<file path="src/rtl/calc_queue.sv">
// ---------------------------------------------------------------------------
// calc_queue
//   Operand queue for the queue calculator. A circular FIFO of WIDTH-bit
//   entries whose two oldest entries are presented to the ALU as `operands`.
//   Each strobed instruction from the ALU either commits a queue operation
//   (push, sleep, pop, get-and-push) or drops the block into a sticky ERR
//   state that records the cause. The ERR state is left only through err_clr.
//
// Ports
//   clk       : clock, all state updates on the rising edge
//   rst       : asynchronous reset, active low
//   op_valid  : one-cycle strobe qualifying queue_op / result / calc_err
//   queue_op  : queue operation requested by the ALU
//   result    : value to enqueue for push and get-and-push
//   calc_err  : ALU calculation error for this instruction
//   err_clr   : returns the block from ERR to RUN (ignored in RUN)
//   operands  : [WIDTH-1:0] = head entry, [2*WIDTH-1:WIDTH] = head+1 entry
//   count     : number of valid entries
//   empty     : count == 0
//   full      : count == DEPTH
//   err       : high while in ERR
//   err_code  : 00 none, 01 overflow, 10 underflow, 11 calc error
//   op_done   : one-cycle pulse the cycle after an error-free commit
// ---------------------------------------------------------------------------
module calc_queue #(
    parameter int         DEPTH          = 8,
    parameter int         WIDTH          = 8,
    parameter logic [1:0] Q_PUSH         = 2'b00,
    parameter logic [1:0] Q_SLEEP        = 2'b01,
    parameter logic [1:0] Q_POP          = 2'b11,
    parameter logic [1:0] Q_GET_AND_PUSH = 2'b10
) (
    input  logic                       clk,
    input  logic                       rst,
    input  logic                       op_valid,
    input  logic [1:0]                 queue_op,
    input  logic [WIDTH-1:0]           result,
    input  logic                       calc_err,
    input  logic                       err_clr,
    output logic [2*WIDTH-1:0]         operands,
    output logic [$clog2(DEPTH):0]     count,
    output logic                       empty,
    output logic                       full,
    output logic                       err,
    output logic [1:0]                 err_code,
    output logic                       op_done
);

    localparam int PTR_W = $clog2(DEPTH);
    localparam int CNT_W = PTR_W + 1;
    localparam logic [CNT_W-1:0] DEPTH_CNT = CNT_W'(DEPTH);

    localparam logic [1:0] CODE_NONE  = 2'b00;
    localparam logic [1:0] CODE_OVER  = 2'b01;
    localparam logic [1:0] CODE_UNDER = 2'b10;
    localparam logic [1:0] CODE_CALC  = 2'b11;

    typedef enum logic {S_RUN, S_ERR} state_t;

    state_t             state_reg,    state_next;
    logic [PTR_W-1:0]   head_reg,     head_next;
    logic [PTR_W-1:0]   tail_reg,     tail_next;
    logic [CNT_W-1:0]   count_reg,    count_next;
    logic [1:0]         err_code_reg, err_code_next;
    logic               op_done_reg,  op_done_next;
    logic               wr_en;

    logic [WIDTH-1:0]   mem [DEPTH];

    // -----------------------------------------------------------------------
    // State register
    // -----------------------------------------------------------------------
    always_ff @(posedge clk or negedge rst) begin
        if (!rst) begin
            state_reg    <= S_RUN;
            head_reg     <= '0;
            tail_reg     <= '0;
            count_reg    <= '0;
            err_code_reg <= CODE_NONE;
            op_done_reg  <= 1'b0;
        end else begin
            state_reg    <= state_next;
            head_reg     <= head_next;
            tail_reg     <= tail_next;
            count_reg    <= count_next;
            err_code_reg <= err_code_next;
            op_done_reg  <= op_done_next;
        end
    end

    // Queue storage is not reset; only the pointers define what is valid.
    // The write is blocked while rst is asserted so a strobe arriving during
    // reset cannot disturb the array.
    always_ff @(posedge clk) begin
        if (wr_en && rst) begin
            mem[tail_reg] <= result;
        end
    end

    // -----------------------------------------------------------------------
    // Next-state logic
    // -----------------------------------------------------------------------
    always_comb begin
        state_next    = state_reg;
        head_next     = head_reg;
        tail_next     = tail_reg;
        count_next    = count_reg;
        err_code_next = err_code_reg;
        op_done_next  = 1'b0;
        wr_en         = 1'b0;

        case (state_reg)
            S_RUN: begin
                if (op_valid) begin
                    if (calc_err) begin
                        state_next    = S_ERR;
                        err_code_next = CODE_CALC;
                    end else if (queue_op == Q_PUSH && count_reg == DEPTH_CNT) begin
                        state_next    = S_ERR;
                        err_code_next = CODE_OVER;
                    end else if ((queue_op == Q_POP && count_reg == '0) ||
                                 (queue_op == Q_GET_AND_PUSH && count_reg < CNT_W'(2))) begin
                        state_next    = S_ERR;
                        err_code_next = CODE_UNDER;
                    end else begin
                        op_done_next = 1'b1;
                        case (queue_op)
                            Q_PUSH: begin
                                wr_en      = 1'b1;
                                tail_next  = tail_reg + PTR_W'(1);
                                count_next = count_reg + CNT_W'(1);
                            end
                            Q_POP: begin
                                head_next  = head_reg + PTR_W'(1);
                                count_next = count_reg - CNT_W'(1);
                            end
                            Q_GET_AND_PUSH: begin
                                // When full, tail == head, so the write reuses
                                // the head slot that is being consumed.
                                wr_en      = 1'b1;
                                head_next  = head_reg + PTR_W'(2);
                                tail_next  = tail_reg + PTR_W'(1);
                                count_next = count_reg - CNT_W'(1);
                            end
                            Q_SLEEP: begin
                            end
                            default: begin
                            end
                        endcase
                    end
                end
            end
            S_ERR: begin
                if (err_clr) begin
                    state_next    = S_RUN;
                    err_code_next = CODE_NONE;
                end
            end
            default: begin
                state_next = S_RUN;
            end
        endcase
    end

    // -----------------------------------------------------------------------
    // Output decode (registered state only, no path from any input)
    // -----------------------------------------------------------------------
    always_comb begin
        count    = count_reg;
        empty    = (count_reg == '0);
        full     = (count_reg == DEPTH_CNT);
        err      = (state_reg == S_ERR);
        err_code = err_code_reg;
        op_done  = op_done_reg;
    end

    // Operand lane gi shows entry head+gi, or zero when that entry is not valid.
    generate
        for (genvar gi = 0; gi < 2; gi++) begin : g_lane
            logic [PTR_W-1:0] rd_idx;
            assign rd_idx = head_reg + PTR_W'(gi);
            assign operands[gi*WIDTH +: WIDTH] =
                (count_reg > CNT_W'(gi)) ? mem[rd_idx] : '0;
        end
    endgenerate

endmodule
</file>
<file path="config.mk">
export PLATFORM = sky130hd
export DESIGN_NAME = calc_queue
export DESIGN_NICKNAME = d
export VERILOG_FILES = /design/src/rtl/calc_queue.sv
export SDC_FILE = /design/constraint.sdc
export NUM_CORES = 1
export LEC_CHECK = 0
export CAP_MARGIN = 20
export CORE_MARGIN = 2
export CORE_UTILIZATION = 45
export CTS_CLUSTER_SIZE = 10
export DETAILED_ROUTE_END_ITERATION = 12
export PLACE_DENSITY_LB_ADDON = 0.1
export SLEW_MARGIN = 40
export SYNTH_ARGS = -nofsm -noshare
export SYNTH_HDL_FRONTEND = slang
export SYNTH_SLANG_ARGS = --single-unit
export TNS_END_PERCENT = 50
</file>
<file path="constraint.sdc">
create_clock -name clk -period 5.62 [get_ports clk]
set_clock_uncertainty 0.05 [all_clocks]
set_input_delay 1.124 -clock clk [delete_from_list [all_inputs] [get_ports clk]]
set_output_delay 1.124 -clock clk [all_outputs]
set_load 0.01 [all_outputs]
</file>
==> qor.yml, run 1 <==
outcome: "completed"
yosys-top-cells-area: "edfxtp_1 50%, mux4_2 19%, dfrtp_1 9.1%, mux2i_1 2.6%, nand2_1 2.1%"
hold_viol_final: 0
muxShareOfSynthArea_pct: 22.0
dp_hpwl_um: 5300
cts_tree: "built"
dp_cells: 382
cts_buffer_depth: 2
grt_max_degree: 34
tns_ns: 0
areaGrowthSynthToFinish_pct: 18.6
drc_errors: 0
chipHeight_um: 96.4
finalInstanceArea_sq_mm: 0.00456
h-tree-depth: 3
synth_compound_area_share_pct: 3.55
max_freq_mhz: 259
ys_ff_latch: 78
layout-drive-gt1-share_pct: 23.3
p_comb_share_pct: 51.9
syn_inst: 244
synth_edf_count: 64
largest_register_ffs: 64
finalCritPeriodShare_pct: 68.6
start_util_pct: 46.5
dieArea_sq_mm: 0.00929
hold_class: "reg2reg"
dr.pass1.iters: 4
end_kind: "primary output"
drt_wl_total_um: 8020
crit_fanout: 11
final_common_cell: "edfxtp_1"
p_sw_share_pct: 36.0
setup_viol: 0
layout.cells.non_filler: 397
power_density_mw_per_mm2: 510
vias_per_cell: 5.76
dpl-instance-area_sq_mm: 0.00440
postRouteAntennaNets: 0
slew_headroom_pct: 47.6
path_clk_slew_ns: 0.09
drt_iter0_markers: 187
io_pins: 41
cts-hold-fix-buffers: 0
yosysSeqAreaShare_pct: 59.2
hold_depth: 2
clockPowerShare_pct: 15.4
drv_cap: 0
most-common-layout-cells: "64 x edfxtp_1, 39 x clkdlybuf4s50_1, 32 x mux4_2"
rows: 33
grt_pass1_vias: 2297
yosys.area.top_type_share_pct: 50.0
peakVddDrop_v: 0.000282
post_cts_buffers: 0
fill_cells: 690
finalWeightedCongestion: 0.759
grt_pass1_wl_um: 12400
core_area_sq_mm: 0.00826
clock-sinks: 78
p_seq_share_pct: 32.7
grt_usage_pct: 18.9
num_vias: 2285
synthXorXnorAreaFrac_pct: 2.05
port_buffers: 40
finalCriticalPeriod_ns: 3.86
synthAdderAreaFrac_pct: 1.95
syn-num-nets: 265
cts_made_buffers: 9
num_antenna_cells: 0
dominantRegCellSynth: "edfxtp_1"
startpoint_type: "register"
rsz0062_at_grt: "false"
syn_avg_cell_area_sq_um: 15.7
antenna_found_initial: 0
clock_latency_ns: 0.35
worstSetupPathType: "reg2out"
holdWs_ns: 0.489
synth_top_family_by_area: "multiplexers"
synth_async_sr_flop_share_pct: 17.9
p_sw_w: 0.000836
yosysTopAreaCell: "edfxtp_1"
wl_per_cell_um: 20.2
drv_slew: 0
die_w_um: 96.4
leakagePower_nw: 1.56
worstPathRequired_ns: 4.45
post_cts_resized: 0
arrival_ns: 2.68
cell_internal_pwr_w: 0.00149
nets: 309
reg2reg_depth: 6
ys_types: 36
yosys_warnings: 0
synth-simple-area-share_pct: 9.09
clockRootBuffer: "clkbuf_8"
syn-cell-area_sq_mm: 0.00384
tightest_slew_ns: 0.783
overflow: 0
cell usage after synthesis, types with 2 or more instances:
master	count
a21oi_1	9
a22oi_1	2
and3_1	2
buf_2	9
clkbuf_1	3
dfrtp_1	14
edfxtp_1	64
ha_1	6
inv_1	5
mux2_2	2
mux2i_1	10
mux4_2	32
nand2_1	22
nand2b_1	4
nand3_1	4
nand3b_1	2
nand4_1	3
nor2_1	17
nor3_1	7
nor3b_1	2
nor4b_1	2
o21ai_0	2
xnor2_1	5
xor2_1	4
worst max-delay path: stages, from the launching register on:
cell	delay, ns
dfrtp_1	0.86
xor2_2	0.56
nand2_1	0.12
a21oi_1	0.22
clkdlybuf4s50_1	0.57
kinds of logic (layout without fill, tap and decap cells):
group	count (synthesis)	after routing
xor gates and xnor gates	9	9
DFF	78	78
adders and majority gates	6	6
and+or+nand+nor	70	70
buffers and inverters	18	66
muxes	44	44
AOI/OAI and AO/OA	19	19
layout make-up:
cell class / count / area, sq um / share of cell area (%)
Sequential cell: 78 / 2270 / 49.9
Multi-Input combinational cell: 148 / 1530 / 33.6
Timing Repair Buffer: 46 / 440 / 9.67
Tap cell: 105 / 131 / 2.88
Clock buffer: 9 / 124 / 2.72
Clock inverter: 6 / 40.0 / 0.879
Inverter: 5 / 18.8 / 0.412
worst paths after layout:
kind / startpoint / endpoint / slack, ns
max in group asynchronous: rst / head_reg[0] / 4.59
setup reg to reg: count[0] / mem[0][5] / 2.74
min in group asynchronous: rst / err / 0.64
setup / recovery: head_reg[2] / operands[13] / 1.76
hold reg to reg: err_code[0] / err_code[0] / 0.49
hold / removal: err_code[0] / err_code[0] / 0.49
per-stage QoR:
stage | power, W | util (%) | worst slack [ns]
final | 0.00232 | 55.2 | 1.76
after floorplan | 0.00150 | - | 2.65
after global routing | 0.00248 | 55.2 | 1.67
after detailed placement | 0.00199 | 53.2 | 1.81
after CTS | 0.00235 | 55.2 | 1.76
after global placement | 0.00197 | 52.8 | 1.85
power groups by stage:
stage	clock, W	sequential, W	combinational [W]
after floorplan	0	0.000740	0.000760
final	0.000358	0.000759	0.00121
after CTS	0.000365	0.000760	0.00123
after global routing	0.000389	0.000770	0.00132
after detailed placement	0	0.000773	0.00122
after global placement	0	0.000767	0.00121
routing by layer:
layer / vias to the layer above / track usage (%) / part of all wire, %
met5: - / 0 / 0
met4: 0 / 5.99 / 1.2
met3: 8 / 2.79 / 5.2
met2: 72 / 29.5 / 48
met1: 1160 / 27.9 / 45
li1: 1045 / - / -
(Power assumes the default switching activity.)
==> run 2, diff against run 1 <==
==> constraint.sdc (replaced) <==
create_clock -name clk -period 3.4 [get_ports clk]
set_clock_uncertainty 0.05 [all_clocks]
set_input_delay 0.68 -clock clk [delete_from_list [all_inputs] [get_ports clk]]
set_output_delay 0.68 -clock clk [all_outputs]
set_load 0.01 [all_outputs]
==> run 2 against run 1 <==
Effect of this change:
- total power up 72%
- sequential share of layout area down 1.2 points
- non-clock buffer count up 15
- clock power up 99%
- register-to-register slack worse by 1.7 ns
- critical path depth up 2
- count of clock-buffer cells in the layout unchanged
- design area up 2.5%
- via count up 0.66%
- utilization up 1.4 points
- critical path type unchanged
- largest cell class unchanged
==> qor.yml, run 2 (same netlist as run 1, synthesis figures left out) <==
outcome: "completed"
largest_register_ffs: 64  # unchanged
crit_fanout: 9  # -2
final_common_cell: "edfxtp_1"
finalCritPeriodShare_pct: 92.5
most-common-layout-cells: "64 x edfxtp_1, 40 x clkdlybuf4s50_1, 32 x mux4_2"
antenna_found_initial: 0  # unchanged
startpoint_type: "register"
grt_max_degree: 34  # unchanged
peakVddDrop_v: 0.000424  # +50%
overflow: 0  # unchanged
p_total_w: 0.00399  # +72%
num_vias: 2300  # +0.66%
cts_buffer_depth: 2  # unchanged
postRouteAntennaNets: 0  # unchanged
setup_ws_ns: 0.254  # -1.51 ns
start_util_pct: 46.5  # unchanged
worstPathRequired_ns: 2.67  # -1.78 ns
p_seq_share_pct: 30.8  # -1.9 points
clock_latency_ns: 0.35  # about the same
h-tree-depth: 3  # unchanged
dp_cells: 397  # +3.9%
p_comb_share_pct: 51.4  # -0.5 points
drv_cap: 0  # unchanged
arrival_ns: 2.42  # -0.26 ns
dpl-instance-area_sq_mm: 0.00446  # +1.5%
p_sw_w: 0.00137  # +64%
rsz0062_at_grt: "false"
areaGrowthSynthToFinish_pct: 21.6
wl_per_cell_um: 19.2  # -5.0%
setup_viol: 0  # unchanged
cts_tree: "built"
worstSetupPathType: "reg2out"
pre_cts_ws_ns: 0.509  # -1.30 ns
drc_errors: 0  # unchanged
grt_pass1_vias: 2250  # -2.0%
finalCriticalPeriod_ns: 3.15
dieArea_sq_mm: 0.00929  # unchanged
slew_headroom_pct: 66.1  # +18 points
cell_internal_pwr_w: 0.00262  # +76%
drt_wl_total_um: 7930  # -1.1%
port_buffers: 40  # unchanged
leakagePower_nw: 1.64  # +5.0%
tightest_slew_ns: 0.509  # -0.275 ns
p_sw_share_pct: 34.3  # -1.6 points
grt_usage_pct: 19.0  # +0.10 points
hold_viol_final: 0  # unchanged
path_clk_slew_ns: 0.08  # about the same
vias_per_cell: 5.57  # -3.2%
core_area_sq_mm: 0.00826  # unchanged
layout-drive-gt1-share_pct: 24.7  # +1.4 points
clockPowerShare_pct: 17.8  # +2.4 points
rows: 33  # unchanged
dr.pass1.iters: 4  # unchanged
finalWeightedCongestion: 0.774  # +2.0%
io_pins: 41  # unchanged
max_freq_mhz: 318
power_density_mw_per_mm2: 855  # +68%
num_antenna_cells: 0  # unchanged
drv_slew: 0  # unchanged
tns_ns: 0  # unchanged
hold_class: "reg2reg"
grt_pass1_wl_um: 12400  # -0.22%
finalInstanceArea_sq_mm: 0.00467  # +2.5%
cts_made_buffers: 9  # unchanged
clockRootBuffer: "clkbuf_8"
nets: 324  # +4.9%
die_w_um: 96.4  # unchanged
dp_hpwl_um: 5360  # +1.2%
clock-sinks: 78  # unchanged
layout.cells.non_filler: 413  # +4.0%
cts-hold-fix-buffers: 0  # unchanged
drt_iter0_markers: 85  # -55%
end_kind: "primary output"
chipHeight_um: 96.4  # unchanged
run 2: changes by cell type in the layout (fill, tap and decap cells not counted), moves of 2 or more:
cell      change
clkinv_2      -3
inv_6         +2
buf_4        +15
nor2_2        -3
nor2_1        +3
nor3_1        +2
nor3_4        -2
run 2: metal layers:
layer | vias up | global-route usage (%) | wire length (um)
li1 | 1078 | - | -
met4 | 0 | 6.81 | 131
met5 | - | 0 | 0
met3 | 11 | 3.10 | 464
met2 | 57 | 30.2 | 3840
met1 | 1154 | 26.9 | 3490
run 2: what timing repair did:
action / in CTS / in global routing
gates resized for setup: 0 / 1
endpoints found under the setup margin: 0 / 2
buffers inserted: 0 / 0
run 2: final cells by class:
cell class | instances | area (sq um)
fill | 683 | 3590
sequential | 78 | 2270
multi-input combinational | 148 | 1490
timing repair buffer | 61 | 558
tap | 105 | 131
clock buffer | 9 | 124
clock inverter | 7 | 81.3
inverter | 5 | 18.8
run 2: metrics by stage:
step / utilization [%] / hold WS (ns)
finish: 56.6 / 0.479
detailed placement: 54.0 / 0.465
global placement: 54.0 / 0.466
global route: 56.6 / 0.497
CTS: 56.5 / 0.481
floorplan: - / 0.334
run 2: power groups by stage:
stage               clock [W]  combinational, W  sequential (W)
finish               0.000711           0.00205         0.00123
floorplan                   0           0.00126         0.00122
global route         0.000762           0.00226         0.00125
CTS                  0.000720           0.00209         0.00123
global placement            0           0.00207         0.00125
detailed placement          0           0.00208         0.00125
run 2: worst max-delay path, cell delays in order, from the launching register on:
cell and delay (ns):
dfrtp_1 0.39, ha_2 0.48, buf_4 0.19, mux4_2 0.18, nand2_1 0.05, a21oi_1 0.19, clkdlybuf4s50_1 0.57
run 2: final timing paths:
kind                        startpoint           end  slack (ns)  cells past startpoint
min in group asynchronous          rst   tail_reg[0]        0.50                      1
max in group asynchronous          rst      count[2]        2.35                      2
setup / recovery           head_reg[0]  operands[14]        0.25                      6
hold / removal             err_code[0]   err_code[0]        0.48                      2
hold reg to reg            err_code[0]   err_code[0]        0.48                      2
setup reg to reg              count[0]     mem[4][7]        1.06                      7
==> run 3, diff against run 2 <==
--- a/config.mk
+++ b/config.mk
@@ -10,7 +10,7 @@
 export CORE_UTILIZATION = 45
 export CTS_CLUSTER_SIZE = 10
 export DETAILED_ROUTE_END_ITERATION = 12
-export PLACE_DENSITY_LB_ADDON = 0.1
+export PLACE_DENSITY = 0.68
 export SLEW_MARGIN = 40
 export SYNTH_ARGS = -nofsm -noshare
 export SYNTH_HDL_FRONTEND = slang
==> run 3 against run 2 <==
Effect of this change:
- via count rose by 3.9%
- first-iteration DRC count rose by 33%
- sequential power barely moved
- clock power barely moved
- design area barely moved
- register-to-register slack got worse by 0.23 ns
- count of clock-buffer cells in the layout did not move
- routed wire length rose by 4.8%
- critical endpoint is now operands[12]
==> qor.yml, run 3 (same netlist as run 1, synthesis figures left out) <==
start_util_pct: 46.5  # unchanged
dp_hpwl_um: 5710  # +6.4%
crit_fanout: 6  # -3
drt_wl_total_um: 8310  # +4.8%
cts_tree: "built"
most-common-layout-cells: "64 x edfxtp_1, 40 x clkdlybuf4s50_1, 32 x mux4_2"
grt_pass1_vias: 2286  # +1.6%
vias_per_cell: 5.80  # +4.1%
hold_viol_final: 0  # unchanged
drc_errors: 0  # unchanged
cts_buffer_depth: 2  # unchanged
io_pins: 41  # unchanged
cts-hold-fix-buffers: 0  # unchanged
peakVddDrop_v: 0.000488  # +15%
slew_headroom_pct: 48.0  # -18 points
hold_end: "err_code[0]"
tns_ns: 0  # unchanged
drt_iter0_markers: 113  # +33%
outcome: "completed"
post_cts_resized: 0  # unchanged
startpoint_type: "register"
clock_latency_ns: 0.35  # about the same
leakagePower_nw: 1.63  # -0.52%
worstSetupPathType: "reg2out"
cts_made_buffers: 9  # unchanged
largest_register_ffs: 64  # unchanged
wl_per_cell_um: 20.2  # +5.1%
drv_slew: 0  # unchanged
hold_depth: 2  # unchanged
max_freq_mhz: 309  # -2.7%
dr.pass1.iters: 4  # unchanged
h-tree-depth: 3  # unchanged
hold_class: "reg2reg"
die_w_um: 96.4  # unchanged
postRouteAntennaNets: 0  # unchanged
core_area_sq_mm: 0.00826  # unchanged
num_vias: 2389  # +3.9%
worstHoldStart: "err_code[0]"
grt_pass1_wl_um: 12800  # +2.7%
drv_cap: 0  # unchanged
post_cts_buffers: 0  # unchanged
port_buffers: 40  # unchanged
worstPathRequired_ns: 2.67  # about the same
overflow: 0  # unchanged
tightest_slew_ns: 0.777  # +0.268 ns
grt_max_degree: 34  # unchanged
finalCritPeriodShare_pct: 95.1  # +2.5 points
reg2reg_to: "mem[1][1]"
p_total_w: 0.00401  # +0.56%
dieArea_sq_mm: 0.00929  # unchanged
num_antenna_cells: 0  # unchanged
rsz0062_at_grt: "false"
areaGrowthSynthToFinish_pct: 21.6  # about the same
finalWeightedCongestion: 0.802  # +3.7%
final_common_cell: "edfxtp_1"
timing.rr.start: "count[0]"
layout-drive-gt1-share_pct: 25.1  # +0.41 points
power_density_mw_per_mm2: 860  # +0.59%
path_clk_slew_ns: 0.09  # about the same
grt_usage_pct: 19.6  # +0.57 points
finalCriticalPeriod_ns: 3.23  # +0.0865 ns
clockRootBuffer: "clkbuf_8"
clock-sinks: 78  # unchanged
reg2reg_depth: 6  # -1
antenna_found_initial: 0  # unchanged
arrival_ns: 2.50  # +0.08 ns
nets: 323  # -0.31%
end_kind: "primary output"
setup_viol: 0  # unchanged
regToRegSetupSlack_ns: 0.83  # -0.23 ns
chipHeight_um: 96.4  # unchanged
rows: 33  # unchanged
==> run 3: cell types whose count changed in the layout (fill, tap and decap cells not counted), sizes merged <==
cell / previous run / this run
buf: 21 / 20
clkinv: 3 / 2
clkinvlp: 1 / 2
==> run 3: through the flow <==
step / cells / setup slack, ns / util (%) / hold slack (ns) / instance area (sq um)
final: 412 / 0.168 / 56.5 / 0.495 / 4670
after global routing: 412 / 0.0556 / 56.5 / 0.533 / 4670
after CTS: 412 / 0.131 / 56.5 / 0.501 / 4660
after detailed placement: 396 / 0.373 / 54.0 / 0.484 / 4460
after global placement: 396 / 0.505 / 54.0 / 0.464 / 4460
after floorplan: 244 / 0.863 / - / 0.334 / 3840
==> run 3: layout make-up <==
cell class              count  area [sq um]
fillers                   678          3590
flip-flops and latches     78          2270
multi-input cells         148          1490
repair buffers             60           551
well taps                 105           131
clock buffers               9           124
clock inverters             7          82.6
inverters                   5          18.8
==> run 3: report_power, final <==
| part | leakage (nW) | internal (W) | total, W | switching (W) |
|---|---|---|---|---|
| sequential | 0.745 | 0.00112 | 0.00123 | 0.000113 |
| combinational | 0.787 | 0.00113 | 0.00208 | 0.000945 |
| clock | 0.0980 | 0.000349 | 0.000709 | 0.000360 |
| total | 1.63 | 0.00260 | 0.00401 | 0.00142 |
==> run 3: worst max-delay path, cell delays in order (launching register included) <==
cell and delay [ns]:
dfrtp_1 0.40, ha_1 0.48, buf_4 0.23, mux4_2 0.19
nand2_1 0.05, a21oi_1 0.21, clkdlybuf4s50_1 0.59
==> run 3: how the worst max path moves through the flow <==
stage,from,endpoint,slack (ns),depth (start not counted)
floorplan,count[0],mem[2][0],0.86,6
global placement,queue_op[0],mem[6][0],0.50,5
detailed placement,queue_op[0],mem[7][0],0.37,5
CTS,head_reg[1],operands[12],0.13,6
global route,head_reg[1],operands[12],0.06,6
finish,head_reg[1],operands[12],0.17,6
==> run 3: routing by layer <==
layer  part of all wire [%]  track usage (%)  vias to the layer above  wire, um
li1                       -                -                     1078         -
met1                     42             26.3                     1215      3500
met2                     50             31.8                       80      4180
met3                    5.8             3.96                       16       478
met4                    1.8             7.63                        0       146
met5                      0                0                        -         0
==> RTL change: new RTL, settings of run 2 <==
`WIDTH`: 8 -> 6.
--- a/src/rtl/calc_queue.sv
+++ b/src/rtl/calc_queue.sv
@@ -24,7 +24,7 @@
 // ---------------------------------------------------------------------------
 module calc_queue #(
     parameter int         DEPTH          = 8,
-    parameter int         WIDTH          = 8,
+    parameter int         WIDTH          = 6,
     parameter logic [1:0] Q_PUSH         = 2'b00,
     parameter logic [1:0] Q_SLEEP        = 2'b01,
     parameter logic [1:0] Q_POP          = 2'b11,
Interface: changed (resized operands and result); port bits go from 41 to 35. No check against the original RTL was run, so the function may have changed too.
==> RTL change against run 2 <==
Final area fell by 17%; register-to-register slack got worse by 0.32 ns; total power fell by 17%; worst setup slack got worse by 0.057 ns; core utilization rose by 0.81 points; combinational power fell by 19%; routed wire length fell by 8.9%; synthesized cell count fell by 16%; non-clock buffer count fell by 7; area after synthesis fell by 18%; sequential cell count fell by 16; count of clock-buffer cells in the layout rose by 1.
==> RTL change: results (changes against run 2) <==
FF-to-FF Start count[1]; via-per-instance ratio 5.52 (-0.86%); fin cells 359 (-13%); Async SR Flop Fraction 22.6% (+4.6 points); first-pass GRT wire length 11500 um (-7.6%); R2R Setup Slk 0.74 ns (-0.32 ns); root buffer cell clkbuf_8; synth cell count leaders 48 x edfxtp_1, 24 x mux4_2, 20 x nor2_1; Hold Slack 0.547 ns (+0.0677 ns); YS warnings 0 (unchanged); Worst-Skew Late Latency 0.33 ns (-0.02 ns); Worst Hold Class flop to flop; synth top area cells edfxtp_1 45%, mux4_2 17%, dfrtp_1 11%; pin count of the biggest net entering global routing 26 (-24%); VDD IR max 0.416 mV (-1.9%); leakage 1.40 nW (-14%); vias in the first global route 2146 (-4.6%); DR iter-0 viols 199 (+130%); number of distinct library cells after synthesis 43 (+19%); post-synthesis sequential area ratio 56.6% (-2.6 points); grt ovf 0 (unchanged); Antenna Cells 0 (unchanged); initial antenna violation count 0 (unchanged); DP Cell Count 343 (-14%); IO Port Bufs 34 (-15%); DP HPWL 5400 um (+0.73%); Final Critical Period 3.20 ns (+0.0570 ns); gp weighted congestion 0.801 (+3.5%); total CTS buffers 9 (unchanged); number of synthesized flops with an enable pin 48 (-25%); post-place instance area 0.00370 mm^2 (-17%); CP arrival 2.47 ns (+0.05 ns); run status finished clean; share of cells above drive strength 1 26.2% (+1.6 points); CP Max Fanout 9 (unchanged); post-synthesis net count 222 (-16%); synthesized netlist cell count 204 (-16%); wire length per cell 20.1 um (+4.8%); actual slew at the worst max-slew pin 0.556 ns (+0.0474 ns); Largest register FFs 48 (-25%); CP Launch Point head_reg[0]; dpl ws 0.256 ns (-0.253 ns); Worst path max stage delay 0.49 ns (-0.08 ns); GRT Total Usage 20.6% (+1.6 points); slowest stage cell on the critical path ha_1; Net count, final 276 (-15%); Min-Delay Startpoint tail_reg[2]
## RTL change: final cells by class
| cell class | count | area [um^2] |
|---|---|---|
| fillers | 547 | 2900 |
| flip-flops and latches | 62 | 1790 |
| multi-input cells | 125 | 1280 |
| repair buffers | 54 | 490 |
| clock buffers | 10 | 128 |
| well taps | 96 | 120 |
| clock inverters | 6 | 62.6 |
| inverters | 6 | 22.5 |
## RTL change: path summary, 6_finish.rpt
check,to,cells past startpoint
setup / recovery,operands[8],6
hold / removal,tail_reg[2],1
setup reg to reg,mem[1][0],7
hold reg to reg,tail_reg[2],1
max in group asynchronous,head_reg[0],2
min in group asynchronous,err,2
## RTL change: worst register-to-register path, delay by kind of cell, from the launching register on
| family | cells | cell delay, ns |
|---|---|---|
| and+or+nand+nor | 3 | 0.93 |
| buffers and inverters | 2 | 0.36 |
| AOI/OAI and AO/OA | 1 | 0.30 |
| adders and majority gates | 1 | 0.26 |
| DFF | 1 | 0.46 |
## RTL change: power by group
part,internal (mW),switching [mW]
clock,0.337,0.288
combinational,0.919,0.745
sequential,0.900,0.127
## RTL change: kinds of logic (layout without fill, tap and decap cells)
group	count (synthesis)	count (layout)	synth area share, %
flops	62	62	56.6
xor+xnor	8	8	2.21
buf+inv	17	76	3.12
mux	39	39	21.9
simple gates	57	57	10.1
compound gates	16	16	4.19
fa+ha+maj	5	5	1.97
## RTL change: per-layer routing
layer  vias to the layer above  global-route usage (%)  routed length (um)
li1                        918                       -                   -
met1                       988                    26.6                2980
met2                        65                    34.4                3650
met3                        11                    4.90                 471
met4                         0                    7.13                 108
met5                         -                       0                   0
